`src/rtl/mem_arb_pkg.sv`:
```
// Shared definitions for the memory arbiter: the FSM state enum, the port-id
// enum, the default memory latency and a helper that sizes the wait counter.
package mem_arb_pkg;

  localparam int MEM_LATENCY_DEFAULT = 4;

  typedef enum logic [1:0] {
    IDLE   = 2'd0,
    ACCESS = 2'd1,
    RESP   = 2'd2
  } arb_state_t;

  typedef enum logic {
    PORT_I = 1'b0,
    PORT_D = 1'b1
  } port_id_t;

  // Width needed to hold MEM_LATENCY-1 (at least one bit).
  function automatic int cnt_width(input int lat);
    return (lat < 2) ? 1 : $clog2(lat);
  endfunction

endpackage

```
`src/rtl/arb_wait_counter.sv`:
```
// Wait counter for the memory arbiter: loadable down-counter with a
// terminal-count (zero) flag. Saturates at zero.
// Ports:
//   clk, rst_b   clock, synchronous active-low reset
//   load         load count with load_val (takes priority over dec)
//   dec          decrement by one
//   load_val     value to load
//   count        current count
//   zero         count == 0
module arb_wait_counter #(
  parameter int WIDTH = 2
) (
  input  logic             clk,
  input  logic             rst_b,
  input  logic             load,
  input  logic             dec,
  input  logic [WIDTH-1:0] load_val,
  output logic [WIDTH-1:0] count,
  output logic             zero
);

  always_ff @(posedge clk) begin
    if (!rst_b) begin
      count <= '0;
    end else if (load) begin
      count <= load_val;
    end else if (dec && (count != '0)) begin
      count <= count - WIDTH'(1);
    end
  end

  assign zero = (count == '0);

endmodule

```
`src/rtl/mem_arbiter.sv`:
```
// Two-port memory arbiter: an instruction-fetch port (read-only) and a data
// port share one memory with a fixed access latency of MEM_LATENCY cycles.
// One transaction at a time: IDLE grants, ACCESS waits out the latency and
// captures read data, RESP pulses the granted port's done for one cycle.
//
// Build option: define ARB_ROUND_ROBIN_EN to alternate grants on simultaneous
// requests (data port first after reset). Default build: data port always
// wins simultaneous requests.
//
// Ports:
//   clk, rst_b                      clock, synchronous active-low reset
//   i_req, i_addr                   fetch request / byte address
//   i_rdata, i_done                 fetched word, completion pulse
//   d_req, d_we, d_addr, d_wdata    data request / write flag / address / wdata
//   d_rdata, d_done                 data read word, completion pulse
//   mem_addr, mem_wdata             shared memory address / write word
//   mem_write_en                    shared memory write strobe
//   mem_rdata                       shared memory read word
//   busy                            high whenever not IDLE
//
// state  | meaning
// IDLE   | waiting for a request; grants one port and loads the wait counter
// ACCESS | memory cycle in progress; counter runs down, read data captured at 0
// RESP   | one-cycle done pulse to the granted port
module mem_arbiter
  import mem_arb_pkg::*;
#(
  parameter int MEM_LATENCY = MEM_LATENCY_DEFAULT
) (
  input  logic        clk,
  input  logic        rst_b,
  input  logic        i_req,
  input  logic [31:0] i_addr,
  output logic [31:0] i_rdata,
  output logic        i_done,
  input  logic        d_req,
  input  logic        d_we,
  input  logic [31:0] d_addr,
  input  logic [31:0] d_wdata,
  output logic [31:0] d_rdata,
  output logic        d_done,
  output logic [31:0] mem_addr,
  output logic [31:0] mem_wdata,
  output logic        mem_write_en,
  input  logic [31:0] mem_rdata,
  output logic        busy
);

  localparam int             CNT_W    = cnt_width(MEM_LATENCY);
  localparam logic [CNT_W-1:0] CNT_LOAD = CNT_W'(MEM_LATENCY - 1);

  arb_state_t       state, state_nxt;
  port_id_t         grant_q, grant_sel;
  logic [31:0]      addr_q, wdata_q;
  logic             we_q;
  logic             cnt_load, cnt_dec, cnt_zero, capture;
  logic [CNT_W-1:0] cnt;

`ifdef ARB_ROUND_ROBIN_EN
  port_id_t         last_q;
`endif

  arb_wait_counter #(.WIDTH(CNT_W)) u_wait_counter (
    .clk      (clk),
    .rst_b    (rst_b),
    .load     (cnt_load),
    .dec      (cnt_dec),
    .load_val (CNT_LOAD),
    .count    (cnt),
    .zero     (cnt_zero)
  );

  always_comb begin
    grant_sel = PORT_I;
`ifdef ARB_ROUND_ROBIN_EN
    if (i_req && d_req) begin
      grant_sel = (last_q == PORT_I) ? PORT_D : PORT_I;
    end else if (d_req) begin
      grant_sel = PORT_D;
    end
`else
    if (d_req) begin
      grant_sel = PORT_D;
    end
`endif
  end

  always_ff @(posedge clk) begin
    if (!rst_b) begin
      state <= IDLE;
    end else begin
      state <= state_nxt;
    end
  end

  always_comb begin
    state_nxt    = state;
    cnt_load     = 1'b0;
    cnt_dec      = 1'b0;
    capture      = 1'b0;
    i_done       = 1'b0;
    d_done       = 1'b0;
    mem_write_en = 1'b0;
    case (state)
      IDLE: begin
        if (i_req || d_req) begin
          state_nxt = ACCESS;
          cnt_load  = 1'b1;
        end
      end
      ACCESS: begin
        // The counter still holds its load value only in the first cycle,
        // so the write strobe lasts exactly one cycle.
        if ((cnt == CNT_LOAD) && (grant_q == PORT_D) && we_q) begin
          mem_write_en = 1'b1;
        end
        if (cnt_zero) begin
          state_nxt = RESP;
          capture   = 1'b1;
        end else begin
          cnt_dec = 1'b1;
        end
      end
      RESP: begin
        state_nxt = IDLE;
        i_done    = (grant_q == PORT_I);
        d_done    = (grant_q == PORT_D);
      end
      default: state_nxt = IDLE;
    endcase
  end

  always_ff @(posedge clk) begin
    if (!rst_b) begin
      grant_q <= PORT_I;
      addr_q  <= '0;
      wdata_q <= '0;
      we_q    <= 1'b0;
      i_rdata <= '0;
      d_rdata <= '0;
`ifdef ARB_ROUND_ROBIN_EN
      last_q  <= PORT_I;
`endif
    end else begin
      if (cnt_load) begin
        grant_q <= grant_sel;
`ifdef ARB_ROUND_ROBIN_EN
        last_q  <= grant_sel;
`endif
        if (grant_sel == PORT_D) begin
          addr_q  <= d_addr;
          wdata_q <= d_wdata;
          we_q    <= d_we;
        end else begin
          // Fetch is read-only: never carry a write flag or write data.
          addr_q  <= i_addr;
          wdata_q <= '0;
          we_q    <= 1'b0;
        end
      end
      if (capture && !we_q) begin
        if (grant_q == PORT_D) begin
          d_rdata <= mem_rdata;
        end else begin
          i_rdata <= mem_rdata;
        end
      end
    end
  end

  assign mem_addr  = addr_q;
  assign mem_wdata = wdata_q;
  assign busy      = (state != IDLE);

endmodule

```
`config.mk`:
```
export PLATFORM = sky130hd
export DESIGN_NAME = mem_arbiter
export DESIGN_NICKNAME = d
export VERILOG_FILES = /design/src/rtl/mem_arb_pkg.sv /design/src/rtl/arb_wait_counter.sv /design/src/rtl/mem_arbiter.sv
export SDC_FILE = /design/constraint.sdc
export NUM_CORES = 1
export LEC_CHECK = 0
export ABC_CLOCK_PERIOD_IN_PS = 3410
export BUFFER_PORTS_ARGS = -buffer_cell sky130_fd_sc_hd__buf_2
export CAP_MARGIN = 20
export CORE_MARGIN = 8
export CORE_UTILIZATION = 35
export CTS_CLUSTER_DIAMETER = 100
export CTS_CLUSTER_SIZE = 8
export DETAILED_ROUTE_END_ITERATION = 16
export GPL_TIMING_DRIVEN = 0
export PLACE_DENSITY = 0.64
export SETUP_SLACK_MARGIN = 0.4
export SYNTH_ARGS = -nofsm -noshare
export SYNTH_HDL_FRONTEND = slang
export SYNTH_SLANG_ARGS = --single-unit
```
`constraint.sdc`:
```
create_clock -name clk -period 3.41 [get_ports clk]
set_clock_uncertainty 0.1 [all_clocks]
set_input_delay 0.341 -clock clk [delete_from_list [all_inputs] [get_ports clk]]
set_output_delay 0.341 -clock clk [all_outputs]
set_load 0.01 [all_outputs]
```
[Yosys cells after proc, flatten, opt, wreduce, memory -nomap -nowiden]
Cells that the tools add are included.
Storage, ports and cells
  bits in registers: 134
  input port bits: 133
  output and inout port bits: 132
  logic and storage cells: 48
Operators by class
  add/sub/neg operators: 1
  eq/ne operators: 5
  muxes and demuxes: 19
  bitwise logic cells: 1
  reduce and logical (&&, ||, !) cells: 14
Operators by type and width (number)
  2-to-1 mux 32 bit: 2
  2-to-1 mux 1 bit: 12
  2-to-1 mux 2 bit: 4
  AND reduction 2 bit: 3
  nonzero test 2 bit: 3
  equality test 2 bit, second input constant: 2
  logical AND 1 bit: 4
  logical NOT 2 bit: 2
  != test 2 bit, second input constant: 2
  one-hot mux 2 bit (2 select lines): 1
  equality test 2 x 1 -> 1 bit, second input constant: 1
  subtractor 2 x 1 -> 2 bit, second input constant: 1
  logical NOT 1 bit: 1
  logical OR 1 bit: 1
  NOT 1 bit: 1

[Depth between registers and ports, before layout]
  word-level depth: 6
  gate-level depth with buffers: 6
  depth with buffers taken out: 5

[Cells and area by module]
A second synthesis with hierarchy kept.
Second synthesis, totals
  cells, all modules: 570
  area total of the unflattened synthesis: 5466.5 um2
Modules (own cells, without submodules)
  mem_arbiter: times used 1, cells each 556, area each 5343.9 um2, sequential area each 2642.5 um2
  arb_wait_counter: times used 1, cells each 14, area each 122.6 um2, sequential area each 40.0 um2

[Worst setup path before layout]
No wires, ideal clock.
  path type: input port to flip-flop
  start: input port d_req
  end: register addr_q[24], in the netlist mem_addr[24]
  setup time: 59 ps
  data arrival time: 1315 ps
  required time: 3251 ps
  slack: 1937 ps
  stages: 6
  path buffers: 3
  path through: buf_2 > or2_2 > clkbuf_1 > clkbuf_1 > nand3_1 > o211a_1
Between the ends
  longest elaborated chain between the ends: 3
  elaborated cells on any way between the ends: 5
  those cells by class: 4 x mux; 1 x reduce/logical
Ends and longest elaborated chain
  start: declaration: RTL line mem_arbiter.sv:36  | input logic d_req,
  logical OR 1 bit: RTL line mem_arbiter.sv:106  | if (i_req || d_req) begin
  2-to-1 mux 1 bit: RTL line mem_arbiter.sv:106
  2-to-1 mux 1 bit: RTL line mem_arbiter.sv:104  | case (state)
  end signal: assignment: RTL line mem_arbiter.sv:151  | addr_q <= d_addr;
  end signal: assignment: RTL line mem_arbiter.sv:156  | addr_q <= i_addr;
  end: declaration: RTL line mem_arbiter.sv:54  | logic [31:0] addr_q, wdata_q;
Parallel ways exist; a longest one is shown, timed or not.
A chain may end at the register's enable or synchronous reset.

[Final worst setup path]
  start: register state[1]
  end: output port busy
Between the ends
  longest elaborated chain between the ends: 1
Ends and longest elaborated chain
  start: declaration: RTL line mem_arbiter.sv:52  | arb_state_t state, state_nxt;
  start signal: assignment: RTL line mem_arbiter.sv:92  | state <= state_nxt;
  nonzero test 2 bit: RTL line mem_arbiter.sv:173  | assign busy = (state != IDLE);
  end: declaration: RTL line mem_arbiter.sv:46  | output logic busy
No other way between the ends.

==> metrics list <==
* Result of the run: finished clean
- Worst R2R End: mem_addr[15]
* Share of Yosys cell area claimed by the top area cell type: 48.8%
- The synthesized design spends more area on one cell type than any other, namely sky130_fd_sc_hd__dfxtp_1.
- Detailed placement finished with a half-perimeter wire length of 13600 µm.
- Number of warnings reported in the yosys synthesis log: 0
- The max-slew violation count is 0.
* Startpoint kind of the worst setup timing path: flip-flop
- The clock passes through at most 2 buffers.
- In this run the most critical hold path is launched from d_wdata[19].
* Count of antenna diodes in the layout: 0
- The number of buffers and inverters on the critical path is 3.
- Min setup slack post-route: 1410 ps
- Launching point of the worst reg2reg path: state[1]
- Adding up every negative setup slack in the final design gives 0 ps.
* # Post-CTS Setup Buffers: 0
* Die area: 20000 µm²
* Clock root buffer master: sky130_fd_sc_hd__clkbuf_16
- Count of input and output buffers: 262
* Cell with the largest stage delay on the worst path: sky130_fd_sc_hd__dfxtp_1
- The total overflow left after global routing is 0.
- Cell type group with the largest total delay on the critical path: buffers and inverters
* Netlist area before placement: 5490 µm²
- For this run, global-route usage on met2 was measured as 28.2%.
- At the worst endpoint, the arrival time is 1560 ps.
- Commonest cells after routing, fill and taps aside: 277 x sky130_fd_sc_hd__buf_2, 134 x sky130_fd_sc_hd__dfxtp_1, 130 x sky130_fd_sc_hd__nand2_1, 96 x sky130_fd_sc_hd__mux2i_1
- The initial antenna violation count was 0.
- Crit-path most repeated cell: sky130_fd_sc_hd__buf_2
- Rows: 46
- For the pin with the worst max-slew slack, the measured transition is 730 ps.
* Critical path's largest stage delay: 510 ps
- Minimum period implied by the final worst setup slack: 2000 ps
- Vias: 5026
- Initial core utilization: 35.2%
- Remaining max-slew budget at the tightest pin: 51.4%
- Post-layout utilization of the core: 49.1%
* Max Clk Rate: 500 MHz
- In this run, placement finished with an instance count of 1040.
* Reported max-cap violation count: 0
* Leakage power of the design: 4.08 nW
- Drt via density: 4.69
- Average wire per standard cell: 16.3 µm
* Cell count of the worst reg-to-reg path: 5
- OpenSTA, run right after detailed placement, puts the worst setup slack at 1600 ps.
- In this run the standard cell core region covers 15600 µm².
- The count of cells in the finished layout, fillers not included, comes to 1071.
* Multi-input gate area: 2540 µm²
- Count of unresolved DRC violations after routing: 0
- The worst hold path belongs to the class input port to flip-flop.
- Iteration-0 DRC count of the detailed router: 162
- Final worst path period share: 58.7%
- Global routing consumed, on the met3 layer, 6.59% of the routing resources.
* Largest net degree at the start of global routing: 17
- The design draws 0.00427 W.
- In this run the worst path has a maximum fanout of 10.
- Height of the chip: 141 µm
- Count of nets after finishing: 978
- 265 I/O pins were placed.
- The worst setup path is captured at an output port.
* Yosys cell types: 30
* Sinks on Clock Net: 134
* Final setup fails: 0
- Reg area: 2680 µm²
* Final-layout fill cell count: 1546
- Number of clock buffers inserted by TritonCTS: 17
* Clock-pin slew on the worst setup and hold paths: 50 ps
* Total power density per cell area: 557 nW/µm²
* Met1 layer usage reported by global route: 20.2%
- The setup check on the worst reg-to-reg path leaves a slack of 1710 ps.
* Global-route wire length before repair: 27000 µm
* Horizontal die dimension: 141 µm
* Peak-usage layer in the global routing report: met2
- Setup repair after global routing left no endpoint under its margin.
- Hold-fix buffers, CTS: 0
- In the final layout, the share of cells above drive strength 1 is 37.3%.
* Setup crit start: state[1]
- Clock latency on the worst-skew pair, taken at its later pin, is 410 ps.
- Hold Fails Final Rpt: 0
- VDD IR-drop max: 0.321 mV
- Clock H-tree levels: 4
- Top cells by area, synth: sky130_fd_sc_hd__dfxtp_1 49%, sky130_fd_sc_hd__mux2i_1 17%, sky130_fd_sc_hd__nand2_1 8.9%, sky130_fd_sc_hd__o211a_1 5.8%, sky130_fd_sc_hd__a21boi_0 4.5%
- The library cell used most frequently in the layout, excluding fill and tap cells, is sky130_fd_sc_hd__buf_2.
- Following the worst setup path forward leads to its endpoint at busy.
- Gate count after technology mapping: 562
- A synthesized cell averages 9.78 µm².
- The critical path runs through a total of 4 cells.
- From synthesis to final layout, the design area changed by 39.5%.
- Global routing consumed, over all layers together, 17.1% of the routing resources.
* Post-DRT Antenna Nets: 0
* Synthesized netlist net count: 697
- Data on the critical path is required at its endpoint by 2970 ps.
- Sequential-to-total area share from yosys stat: 48.8%
* Routed Wire Length: 17500 µm
- The pre-antenna-repair detailed-routing pass consisted of 4 iterations.
* Yosys reg bits: 134
- The critical path is of the flip-flop to output port type.
* CTS tree: built
* RD Place Congestion: 0.770
* Series of cell instances along the critical path: nor2_4 > inv_2 > buf_2 > buf_2
- After clock tree synthesis, the repair step resized 0 gates.
* Via count of the first global-routing pass: 5077
## layer usage
metal  up-vias  share of wire, %
met1      2314                44
met5         -                 0
met4         0               1.2
li1       2505                 -
met3        18               7.9
met2       189                47
## registers in the layout, summed over array words and instances (netlist names)
| name | count |
|---|---|
| mem_wdata | 32 |
| i_rdata | 32 |
| mem_addr | 32 |
| we_q | 1 |
| u_wait_counter.count | 2 |
| state | 2 |
| d_rdata | 32 |
| grant_q | 1 |
## logic make-up after synthesis
| group | after synthesis | share of synthesized area, % |
|---|---|---|
| mux | 96 | 17.5 |
| simple gates | 175 | 14.1 |
| compound gates | 103 | 14.1 |
| xor+xnor | 1 | 0.159 |
| flops | 134 | 48.8 |
| buf+inv | 51 | 4.85 |
| fa+ha+maj | 2 | 0.455 |
## through the flow
stage / hold WS (ps) / cell area (µm²)
2_1_floorplan: 373 / 5490
3_3_place_gp: 340 / 7080
3_5_place_dp: 345 / 7080
4_1_cts: 57.3 / 7670
5_1_grt: 63.2 / 7670
6_report: 78.3 / 7670
## worst reg2reg max path: cells and delay by family (launching register included)
kind	cells	cell delay [ps]
buffers and inverters	2	420
DFF	1	400
and+or+nand+nor	2	560
AOI/OAI and AO/OA	1	160
## final cells by class
type | instances | share of cell area, %
tap | 216 | 3.53
sequential | 134 | 35.0
buffer | 48 | 3.33
inverter | 3 | 0.147
multi-input combinational | 377 | 33.2
clock inverter | 11 | 1.62
timing repair buffer | 262 | 17.1
clock buffer | 20 | 6.09
## Yosys cell counts, drive strengths merged
cell type and number:
o211a 32, o21ai 33, nor2b 1, and3 1, buf 19, clkbuf 29
o311a 1, nor3b 3, mux2i 96, o21a 3, nand4b 1, dfxtp 134
and3b 1, nand3 32, ha 2, a21boi 34, and4bb 1, nand2 130
and4 1, xnor2 1, nor2 3, or2 1, inv 3
## worst min path at each step
stage	end	slack, ps	cells after the start
after global placement	i_rdata[5]	340	2
after detailed placement	i_rdata[30]	340	2
after floorplan	we_q	370	2
after CTS	mem_wdata[19]	60	3
after global routing	mem_wdata[11]	60	3
final	mem_wdata[19]	80	3
## report_power, final
part / internal, W / switching, W / total (W)
combinational: 0.000306 / 0.000386 / 0.000692
clock: 0.00113 / 0.000692 / 0.00182
sequential: 0.00169 / 0.0000641 / 0.00175
Power figures use the tool's default switching activity.
